File: config.mk
export PLATFORM = sky130hd
export DESIGN_NAME = sram_wb_bytelane_ctrl_flat
export DESIGN_NICKNAME = d
export VERILOG_FILES = /design/src/rtl/sram_wb_bytelane_ctrl_if.sv /design/src/rtl/sram_wb_bytelane_ctrl.sv /design/src/flat_wrapper.sv
export SDC_FILE = /design/constraint.sdc
export NUM_CORES = 1
export LEC_CHECK = 0
export CAP_MARGIN = 20
export CORE_ASPECT_RATIO = 1.75
export CORE_MARGIN = 5
export CORE_UTILIZATION = 45
export DETAILED_ROUTE_END_ITERATION = 10
export PLACE_DENSITY = 0.78
export SYNTH_ARGS = -nofsm -noshare
export SYNTH_HDL_FRONTEND = slang
export SYNTH_SLANG_ARGS = --single-unit
File: constraint.sdc
create_clock -name wb_clk_i -period 5.75 [get_ports wb_clk_i]
set_clock_uncertainty 0.1 [all_clocks]
set_input_delay 0.575 -clock wb_clk_i [delete_from_list [all_inputs] [get_ports wb_clk_i]]
set_output_delay 0.575 -clock wb_clk_i [all_outputs]
set_load 0.01 [all_outputs]
File: src/rtl/sram_wb_bytelane_ctrl_if.sv
// Wishbone classic slave-side bundle between the interconnect and the SRAM controller.
// Pure wiring: no storage, no latency.
// Backpressure is expressed only through ack/err; the master holds stb/cyc until one arrives.
interface sram_wb_bytelane_ctrl_if #(
   parameter int DATA_WIDTH = 32
);
   localparam int SEL_WIDTH = DATA_WIDTH / 8;

   logic                  wbs_stb_i;
   logic                  wbs_cyc_i;
   logic                  wbs_we_i;
   logic [SEL_WIDTH-1:0]  wbs_sel_i;
   logic [DATA_WIDTH-1:0] wbs_dat_i;
   logic [31:0]           wbs_adr_i;
   logic                  wbs_ack_o;
   logic                  wbs_err_o;
   logic [DATA_WIDTH-1:0] wbs_dat_o;

   modport master (
      output wbs_stb_i, wbs_cyc_i, wbs_we_i, wbs_sel_i, wbs_dat_i, wbs_adr_i,
      input  wbs_ack_o, wbs_err_o, wbs_dat_o
   );

   modport slave (
      input  wbs_stb_i, wbs_cyc_i, wbs_we_i, wbs_sel_i, wbs_dat_i, wbs_adr_i,
      output wbs_ack_o, wbs_err_o, wbs_dat_o
   );
endinterface

File: src/rtl/sram_wb_bytelane_ctrl.sv
// Wishbone classic slave for a 1W/1R SRAM macro with windowed decode and byte lanes via read-modify-write.
// Latency (edges incl. accept): read RL+2, full write 2, partial write RL+3, error/empty write 1.
// One transfer at a time; no request accepted until back in IDLE; dropping cyc aborts a pending read phase.
module sram_wb_bytelane_ctrl #(
   parameter int          DATA_WIDTH   = 32,
   parameter int          ADDR_WIDTH   = 10,
   parameter int          READ_LATENCY = 1,
   parameter logic [31:0] BASE_ADDR    = 32'h3000_0000
) (
   input  logic                  wb_clk_i,
   input  logic                  wb_rst_i,
   sram_wb_bytelane_ctrl_if.slave wb,
   output logic                  csb0,
   output logic [ADDR_WIDTH-1:0] addr0,
   output logic [DATA_WIDTH-1:0] din0,
   output logic                  csb1,
   output logic [ADDR_WIDTH-1:0] addr1,
   input  logic [DATA_WIDTH-1:0] dout1,
   output logic                  busy_o
);
   localparam int SEL_WIDTH = DATA_WIDTH / 8;

   typedef enum logic [2:0] {
      IDLE, RD, RD_WAIT, WR, RMW_RD, RMW_WAIT, RMW_WR, RESP
   } state_t;

   state_t                state;
   logic [1:0]            wait_cnt;
   logic [ADDR_WIDTH-1:0] idx_q;
   logic [SEL_WIDTH-1:0]  sel_q;
   logic [DATA_WIDTH-1:0] dat_q;

   logic                  req;
   logic                  in_range;
   logic [ADDR_WIDTH-1:0] req_idx;
   logic                  wait_done;
   logic [DATA_WIDTH-1:0] merged;
   logic                  unused_adr_bits;

   assign req             = wb.wbs_stb_i & wb.wbs_cyc_i;
   assign in_range        = wb.wbs_adr_i[31:ADDR_WIDTH+2] == BASE_ADDR[31:ADDR_WIDTH+2];
   assign req_idx         = wb.wbs_adr_i[ADDR_WIDTH+1:2];
   assign unused_adr_bits = ^wb.wbs_adr_i[1:0];
   assign wait_done       = wait_cnt == 2'(READ_LATENCY - 1);
   assign busy_o          = state != IDLE;

   // Unselected lanes keep what the SRAM currently holds.
   always_comb begin
      merged = dout1;
      for (int i = 0; i < SEL_WIDTH; i++) begin
         if (sel_q[i]) merged[8*i +: 8] = dat_q[8*i +: 8];
      end
   end

   always_ff @(posedge wb_clk_i or posedge wb_rst_i) begin
      if (wb_rst_i) begin
         state        <= IDLE;
         wait_cnt     <= '0;
         idx_q        <= '0;
         sel_q        <= '0;
         dat_q        <= '0;
         wb.wbs_ack_o <= 1'b0;
         wb.wbs_err_o <= 1'b0;
         wb.wbs_dat_o <= '0;
         csb0         <= 1'b1;
         addr0        <= '0;
         din0         <= '0;
         csb1         <= 1'b1;
         addr1        <= '0;
      end else begin
         // Strobes are single-cycle unless a state re-asserts them below.
         wb.wbs_ack_o <= 1'b0;
         wb.wbs_err_o <= 1'b0;
         csb0         <= 1'b1;
         csb1         <= 1'b1;
         case (state)
            IDLE: begin
               if (req) begin
                  idx_q <= req_idx;
                  sel_q <= wb.wbs_sel_i;
                  dat_q <= wb.wbs_dat_i;
                  if (!in_range) begin
                     wb.wbs_err_o <= 1'b1;
                     wb.wbs_dat_o <= '0;
                     state        <= RESP;
                  end else if (wb.wbs_we_i && wb.wbs_sel_i == '0) begin
                     wb.wbs_ack_o <= 1'b1;
                     state        <= RESP;
                  end else if (!wb.wbs_we_i) begin
                     csb1  <= 1'b0;
                     addr1 <= req_idx;
                     state <= RD;
                  end else if (&wb.wbs_sel_i) begin
                     csb0  <= 1'b0;
                     addr0 <= req_idx;
                     din0  <= wb.wbs_dat_i;
                     state <= WR;
                  end else begin
                     csb1  <= 1'b0;
                     addr1 <= req_idx;
                     state <= RMW_RD;
                  end
               end
            end
            RD, RMW_RD: begin
               wait_cnt <= '0;
               if (!wb.wbs_cyc_i)  state <= IDLE;
               else if (state == RD) state <= RD_WAIT;
               else                state <= RMW_WAIT;
            end
            RD_WAIT: begin
               if (!wb.wbs_cyc_i) begin
                  state <= IDLE;
               end else if (wait_done) begin
                  wb.wbs_dat_o <= dout1;
                  wb.wbs_ack_o <= 1'b1;
                  state        <= RESP;
               end else begin
                  wait_cnt <= wait_cnt + 2'd1;
               end
            end
            RMW_WAIT: begin
               if (!wb.wbs_cyc_i) begin
                  state <= IDLE;
               end else if (wait_done) begin
                  csb0  <= 1'b0;
                  addr0 <= idx_q;
                  din0  <= merged;
                  state <= RMW_WR;
               end else begin
                  wait_cnt <= wait_cnt + 2'd1;
               end
            end
            // The SRAM write has already been issued; finish regardless of cyc.
            WR, RMW_WR: begin
               wb.wbs_ack_o <= 1'b1;
               state        <= RESP;
            end
            RESP: begin
               state <= IDLE;
            end
            default: begin
               state <= IDLE;
            end
         endcase
      end
   end
endmodule

File: src/flat_wrapper.sv
// flat-port wrapper written by rule: the top's interface ports become plain ports
module sram_wb_bytelane_ctrl_flat 
#(
   parameter int          DATA_WIDTH   = 32,
   parameter int          ADDR_WIDTH   = 10,
   parameter int          READ_LATENCY = 1,
   parameter logic [31:0] BASE_ADDR    = 32'h3000_0000
)
  (wb_clk_i, wb_rst_i, csb0, addr0, din0, csb1, addr1, dout1, busy_o, wb_wbs_stb_i, wb_wbs_cyc_i, wb_wbs_we_i, wb_wbs_sel_i, wb_wbs_dat_i, wb_wbs_adr_i, wb_wbs_ack_o, wb_wbs_err_o, wb_wbs_dat_o);
  sram_wb_bytelane_ctrl_if #(.DATA_WIDTH(DATA_WIDTH)) wb_i ();
  input  logic wb_clk_i;
  input  logic wb_rst_i;
  output logic csb0;
  output logic [ADDR_WIDTH-1:0] addr0;
  output logic [DATA_WIDTH-1:0] din0;
  output logic csb1;
  output logic [ADDR_WIDTH-1:0] addr1;
  input  logic [DATA_WIDTH-1:0] dout1;
  output logic busy_o;
  input wire logic [$bits(wb_i.wbs_stb_i)-1:0] wb_wbs_stb_i;
  input wire logic [$bits(wb_i.wbs_cyc_i)-1:0] wb_wbs_cyc_i;
  input wire logic [$bits(wb_i.wbs_we_i)-1:0] wb_wbs_we_i;
  input wire logic [$bits(wb_i.wbs_sel_i)-1:0] wb_wbs_sel_i;
  input wire logic [$bits(wb_i.wbs_dat_i)-1:0] wb_wbs_dat_i;
  input wire logic [$bits(wb_i.wbs_adr_i)-1:0] wb_wbs_adr_i;
  output wire logic [$bits(wb_i.wbs_ack_o)-1:0] wb_wbs_ack_o;
  output wire logic [$bits(wb_i.wbs_err_o)-1:0] wb_wbs_err_o;
  output wire logic [$bits(wb_i.wbs_dat_o)-1:0] wb_wbs_dat_o;
  assign wb_i.wbs_stb_i = wb_wbs_stb_i;
  assign wb_i.wbs_cyc_i = wb_wbs_cyc_i;
  assign wb_i.wbs_we_i = wb_wbs_we_i;
  assign wb_i.wbs_sel_i = wb_wbs_sel_i;
  assign wb_i.wbs_dat_i = wb_wbs_dat_i;
  assign wb_i.wbs_adr_i = wb_wbs_adr_i;
  assign wb_wbs_ack_o = wb_i.wbs_ack_o;
  assign wb_wbs_err_o = wb_i.wbs_err_o;
  assign wb_wbs_dat_o = wb_i.wbs_dat_o;
  sram_wb_bytelane_ctrl #(.DATA_WIDTH(DATA_WIDTH), .ADDR_WIDTH(ADDR_WIDTH), .READ_LATENCY(READ_LATENCY), .BASE_ADDR(BASE_ADDR)) u_core (.wb_clk_i(wb_clk_i), .wb_rst_i(wb_rst_i), .wb(wb_i), .csb0(csb0), .addr0(addr0), .din0(din0), .csb1(csb1), .addr1(addr1), .dout1(dout1), .busy_o(busy_o));
endmodule
==> metrics.txt, run 1 <==
# IOs 194; FP Rows 57; delay-heaviest family, CP buffers and inverters; largest family of logic cells by synthesized area multiplexers; Post-Synth XOR/XNOR Area 0.140%; highest clock rate between 0.3 and 0.4 GHz; area of the mapped netlist ~6200 um^2; pre-CTS setup slack roughly 2.2 ns; synth-to-layout area growth 41.9%; Peak VDD IR 0.263 mV; Tot GR Track Use a little over a fifth; Fin. Hold Viols 0; Post-Synth Adder-Cell Area less than 1%; number of global-route vias before repair roughly 5.7k; GRT Max-Usage Layer met2; Synth Flop Type dfrtp_1; total vias in the final route around 5.2k; Least-Margin Pin Slew 1.03 ns; most instantiated cells after synthesis 180 x nand2_1, 137 x dfrtp_1, 61 x mux2_2, 36 x o21ai_0; drc violations 0; RD Place Congestion 0.818; grt total ovfl 0; Buf/Inv on CP 2; initial antenna violation count 1; Global Route met3 Usage ~5.5%; top-count cell post-synth nand2_1; CP arrival 3.28 ns; final wirelength about 18 mm; power per cell area around 490 nW/um^2; Crit. Startpoint wb_wbs_sel_i[0]; CTS tree done; Warnings, synthesis 0; htree depth 4; Worst Setup Path Type primary input to flop; Setup-failing EPs final 0; register area around 3500 um^2; Worst setup SP type primary input; largest net degree at the start of global routing 78; min-delay worst type flop to flop; slowest stage delay, CP about 0.60 ns; CTS resizes 0; Tcrit/Tclk final 53.9%; Die Area between 15000 and 20000 um^2; Core Footprint 13800 um^2; min-delay src u_core.dat_q[28]; final slew viol count 0; number of port buffers roughly 190; hold buffers post-CTS 0; Post-synth EDFFs 0; mux contribution to synthesized area between 15 and 20%; Yosys cell types 37; CP max-delay cell a21oi_4; multi-input combinational cell area approximately 2600 um^2; Yosys top cell area share 55.0%; Synthesized Nets a little under 700; register area share after synthesis 55.8%; Fillers 1067; TritonRoute pass-1 iters 5; drt initial violations 210; share of cells above drive strength 1 14.5%; CTS clk-pin slew, worst paths approximately 0.06 ns; crit-path max FO 23; # clock sinks about 140; DRT antenna net count 0; Inserted Clock Buffers 17; share of synthesized registers carrying an async set or reset 100%; syn avg cell area roughly 11 um^2; root buffer cell clkbuf_16; Post-CTS Setup Repair Bufs 0; nature of the critical path endpoint flop; met2 Usage GRT just under 40%; compound-gate portion of the synthesized area a little under a tenth; worst skew pair latency ~0.41 ns; Longest Clk Path Bufs 2; RSZ-0062 raised after global routing no; top cells by area, synth dfrtp_1 55%, mux2_2 11%, nand2_1 11%, mux2i_1 5.1%, a22o_1 4.5%; initial core utilization between 40% and 50%; largest area contributor in the netlist dfrtp_1; Mapped Cells slightly below 600; DR WL/cell 18.6 um; P_leak around 4.1 nW; Post-Synth Simple-Gate Area between 10% and 20%; die height around 170 um; final worst slack about 2.7 ns; first-pass GRT wire length approximately 29 mm; setup TNS 0 ns; max-cap violations 0; vias per cell 5.39; status complete, no violations; Yosys reg bits 139; final instance area roughly 8800 um^2; Final #Nets about 870; CP required 5.93 ns; relative slew slack approximately 31%; Worst R2R Start u_core.state[1]; die extent in x between 90 and 100 um; minimum clock period 3.10 ns; GR Util met1 23.5%; detailed placement HPWL between 10 and 15 mm; placed cell areas about 8300 um^2; worst-path cell chain clkdlybuf4s50_1 > or4_4 > nor2_4 > nor3_2 > a21oi_4 > buf_4 > mux2_2
-- path summary, 6_finish.rpt --
check                                   end  cells past startpoint  slack (ns)
setup / recovery            u_core.din0[16]                      7        2.65
hold / removal             u_core.dat_q[28]                      2        0.37
setup reg to reg            u_core.addr1[2]                      4        2.85
hold reg to reg            u_core.dat_q[28]                      2        0.37
max in group asynchronous   u_core.dat_q[7]                      3        3.66
min in group asynchronous    u_core.din0[4]                      2        0.56
-- flip-flops by register name (all words and copies together) (netlist names) --
register             count
u_core.csb0              1
u_core.idx_q            10
u_core.sel_q             4
u_core.wb.wbs_ack_o      1
u_core.wait_cnt          2
u_core.din0             32
u_core.state             3
u_core.addr1            10
u_core.wb.wbs_err_o      1
u_core.addr0            10
u_core.csb1              1
u_core.wb.wbs_dat_o     32
u_core.dat_q            32
-- metrics by stage --
stage | hold slack (ns) | utilization, % | std cells | total power [mW]
5_1_grt | 0.398 | 64.3 | 957 | 4.55
3_3_place_gp | 0.355 | 60.0 | 924 | 3.17
4_1_cts | 0.377 | 64.3 | 956 | 4.35
3_5_place_dp | 0.363 | 60.0 | 924 | 3.25
2_1_floorplan | 0.342 | - | 586 | 2.46
6_report | 0.374 | 64.3 | 957 | 4.30
-- cell type report --
type	instances	share of cell area [%]
Inverter	9	0.438
Clock inverter	13	1.50
Multi-Input combinational cell	402	29.0
Tap cell	177	2.50
Sequential cell	139	39.3
Timing Repair Buffer	197	22.1
Antenna cell	1	0.0283
Clock buffer	19	5.12
-- layer usage --
layer	wire, um	vias up
met5	0	-
met4	613	0
met3	943	37
met2	9700	167
met1	6530	2575
li1	-	2381
-- kinds of logic after synthesis --
logic type / count (synthesis)
simple gates: 221
flops: 139
mux: 95
compound gates: 84
buf+inv: 45
xor+xnor: 1
fa+ha+maj: 1
-- worst reg2reg max path: stages (launching register included) --
cell	delay, ns
dfrtp_1	0.54
nor3_2	0.32
and3_2	0.92
nand3_2	0.49
mux2_2	0.41
-- placed cells by master, fill, tap and decap left out, types with 2 or more instances in the layout --
| cell type | netlist | final |
|---|---|---|
| nand3_1 | 7 | 5 |
| or3_1 | 2 | 2 |
| nand3_2 | 1 | 3 |
| nand2_1 | 180 | 180 |
| clkinvlp_4 | 0 | 4 |
| o22ai_1 | 2 | 2 |
| a22oi_1 | 3 | 3 |
| mux2_1 | 2 | 2 |
| mux2i_1 | 32 | 32 |
| nor3_2 | 2 | 2 |
| o21ai_0 | 36 | 36 |
| buf_4 | 0 | 6 |
| dfrtp_1 | 137 | 137 |
| nor2_1 | 9 | 8 |
| clkbuf_8 | 0 | 2 |
| dfstp_2 | 2 | 2 |
| a21oi_1 | 6 | 6 |
| nor4_1 | 9 | 9 |
| clkinv_4 | 0 | 2 |
| inv_6 | 0 | 6 |
| clkbuf_16 | 0 | 17 |
| nand4_1 | 4 | 4 |
| clkdlybuf4s50_1 | 0 | 191 |
| mux2_2 | 61 | 61 |
| inv_1 | 9 | 8 |
| a22o_1 | 32 | 32 |
-- power breakdown --
| group | leakage (nW) | switching, mW | internal [mW] |
|---|---|---|---|
| registers | 1.76 | 0.295 | 1.37 |
| clock network | 0.276 | 0.444 | 0.630 |
| logic | 2.04 | 0.690 | 0.876 |
Note: power is estimated with default switching activity, not from simulation.
==> run 2: changes to the inputs <==
clock period = 2.98 ns   (was 5.75 ns; I/O delays follow)
==> run 2 against run 1 <==
  * First-iteration DRC count rose by 5.2%
  * Setup slack got worse by 2.0 ns
  * Core utilization rose by 0.21 points
  * Critical path depth fell by 4
  * Final cell count rose by 0.52%
  * Clock power rose by 85%
  * Critical path type is now flop to output port
  * Critical endpoint is now busy_o
  * Largest power group unchanged
==> metrics.txt, run 2 (same netlist as run 1, synthesis figures left out) <==
vias per cell 5.30 (-1.6%); power per cell area 928 nW/um^2 (+91%); detailed placement HPWL 12.6 mm (-0.11%); DRT antenna net count 0 (unchanged); CTS tree done; # IOs 194 (unchanged); setup TNS 0 ns (unchanged); Buf/Inv on CP 2 (unchanged); biggest regs u_core.dat_q x32, u_core.din0 x32, u_core.wb.wbs_dat_o x32; minimum clock period 2.32 ns; Fillers 1085 (+1.7%); grt total ovfl 0 (unchanged); worst skew pair latency 0.41 ns (about the same); first-pass GRT wire length 28.6 mm (-0.22%); RSZ-0062 raised after global routing no; CP arrival 1.92 ns (-1.36 ns); Least-Margin Pin Slew 0.785 ns (-0.247 ns); Longest Clk Path Bufs 2 (unchanged); initial core utilization 45.3% (unchanged); Post-CTS Setup Repair Bufs 0 (unchanged); Inserted Clock Buffers 17 (unchanged); Finished Layout Cells 962 (+0.52%); highest clock rate approximately 0.43 GHz; Die Area 16400 um^2 (unchanged); Peak VDD IR 0.433 mV (+65%); worst-path cell chain nor3_2 > inv_1 > clkdlybuf4s50_1; # clock sinks 139 (unchanged); total vias in the final route 5103 (-1.1%); crit-path max FO 15 (-35%); Setup-failing EPs final 0 (unchanged); synth-to-layout area growth 42.3%; number of cells on the critical path 3 (-4); largest net degree at the start of global routing 140 (+79%); share of cells above drive strength 1 15.1% (+0.55 points); Worst setup SP type flop; Tcrit/Tclk final 77.7%; CP max-delay cell dfrtp_1; FP Rows 57 (unchanged); leading cell type in the layout, fill and taps excluded clkdlybuf4s50_1; CTS clk-pin slew, worst paths 0.06 ns (about the same); final wirelength 17.5 mm (-1.5%); TritonRoute pass-1 iters 4 (-1); CTS resizes 0 (unchanged); root buffer cell clkbuf_16; number of global-route vias before repair 5631 (-1.3%); commonest cells after routing, fill and taps aside 191 x clkdlybuf4s50_1, 180 x nand2_1, 137 x dfrtp_1; drt initial violations 221 (+5.2%); RD Place Congestion 0.811 (-0.88%); status complete, no violations; delay-heaviest family, CP buffers and inverters; relative slew slack 47.7% (+16 points); die height 166 um (unchanged); initial antenna violation count 1 (unchanged); number of port buffers 191 (unchanged); Worst Setup Path Type flop to output port; min-delay worst type primary input to asynchronous set/reset pin; nature of the critical path endpoint output port; slowest stage delay, CP 0.53 ns (-0.07 ns); P_leak 4.09 nW (+0.41%); max-cap violations 0 (unchanged); final slew viol count 0 (unchanged); Fin. Hold Viols 0 (unchanged); Tot GR Track Use 21.8% (-0.11 points); Placed Cells 929 (+0.54%); cell depth of the worst flop-to-flop path 6 (+2); Core Footprint 13800 um^2 (unchanged); hold buffers post-CTS 0 (unchanged); die extent in x 99.0 um (unchanged); DR WL/cell 18.2 um (-2.1%); CP required 2.58 ns (-3.35 ns); htree depth 4 (unchanged); Final #Nets 877 (+0.57%); drc violations 0 (unchanged)
## run 2: metal layers
layer | track usage [%] | vias to the layer above | wire [um]
li1 | - | 2385 | -
met1 | 23.7 | 2533 | 6400
met2 | 39.3 | 154 | 9650
met3 | 5.38 | 31 | 946
met4 | 9.87 | 0 | 512
met5 | 0 | - | 0
## run 2: final cells by class
type | count | area, um^2 | area share (%)
Clock inverter | 15 | 128 | 1.44
Sequential cell | 139 | 3480 | 39.2
Multi-Input combinational cell | 402 | 2560 | 28.9
Clock buffer | 17 | 425 | 4.79
Tap cell | 177 | 221 | 2.49
Antenna cell | 1 | 2.50 | 0.0282
Timing Repair Buffer | 202 | 2020 | 22.7
Inverter | 9 | 37.5 | 0.423
## run 2: path summary, 6_finish.rpt
| path | from | end | slack, ns |
|---|---|---|---|
| hold reg to reg | u_core.idx_q[8] | u_core.idx_q[8] | 0.38 |
| min in group wb_clk_i | wb_wbs_dat_i[25] | u_core.dat_q[25] | 0.35 |
| setup / recovery | u_core.state[1] | busy_o | 0.66 |
| hold / removal | wb_rst_i | u_core.din0[26] | 0.30 |
| setup reg to reg | u_core.state[1] | u_core.wb.wbs_dat_o[26] | 0.81 |
| max in group asynchronous | wb_rst_i | u_core.dat_q[6] | 1.85 |
## run 2: power by group
group          total [mW]  switching (mW)  internal, mW  leakage [nW]
sequential           3.20           0.559          2.64          1.76
clock                1.98           0.889          1.09         0.262
combinational        3.05            1.34          1.71          2.07
total                8.24            2.79          5.45          4.09
## run 2: through the flow
stage          power [mW]  hold slack (ns)  setup slack [ns]  area, um^2  util, %
2_1_floorplan        4.75            0.299             0.849        6240        -
3_3_place_gp         6.15            0.355             0.351        8320     60.5
3_5_place_dp         6.31            0.363             0.320        8320     60.5
4_1_cts              8.33            0.335             0.649        8880     64.5
5_1_grt              8.74            0.347             0.555        8880     64.5
6_report             8.24            0.298             0.663        8880     64.5
## run 2: worst register-to-register path: cells and delay by family, from the launching register on
kind,cells,cell delay [ns]
flip-flops,1,0.53
buffers and inverters,2,0.42
AND/OR/NAND/NOR,3,0.86
AO/OA/AOI/OAI,1,0.20
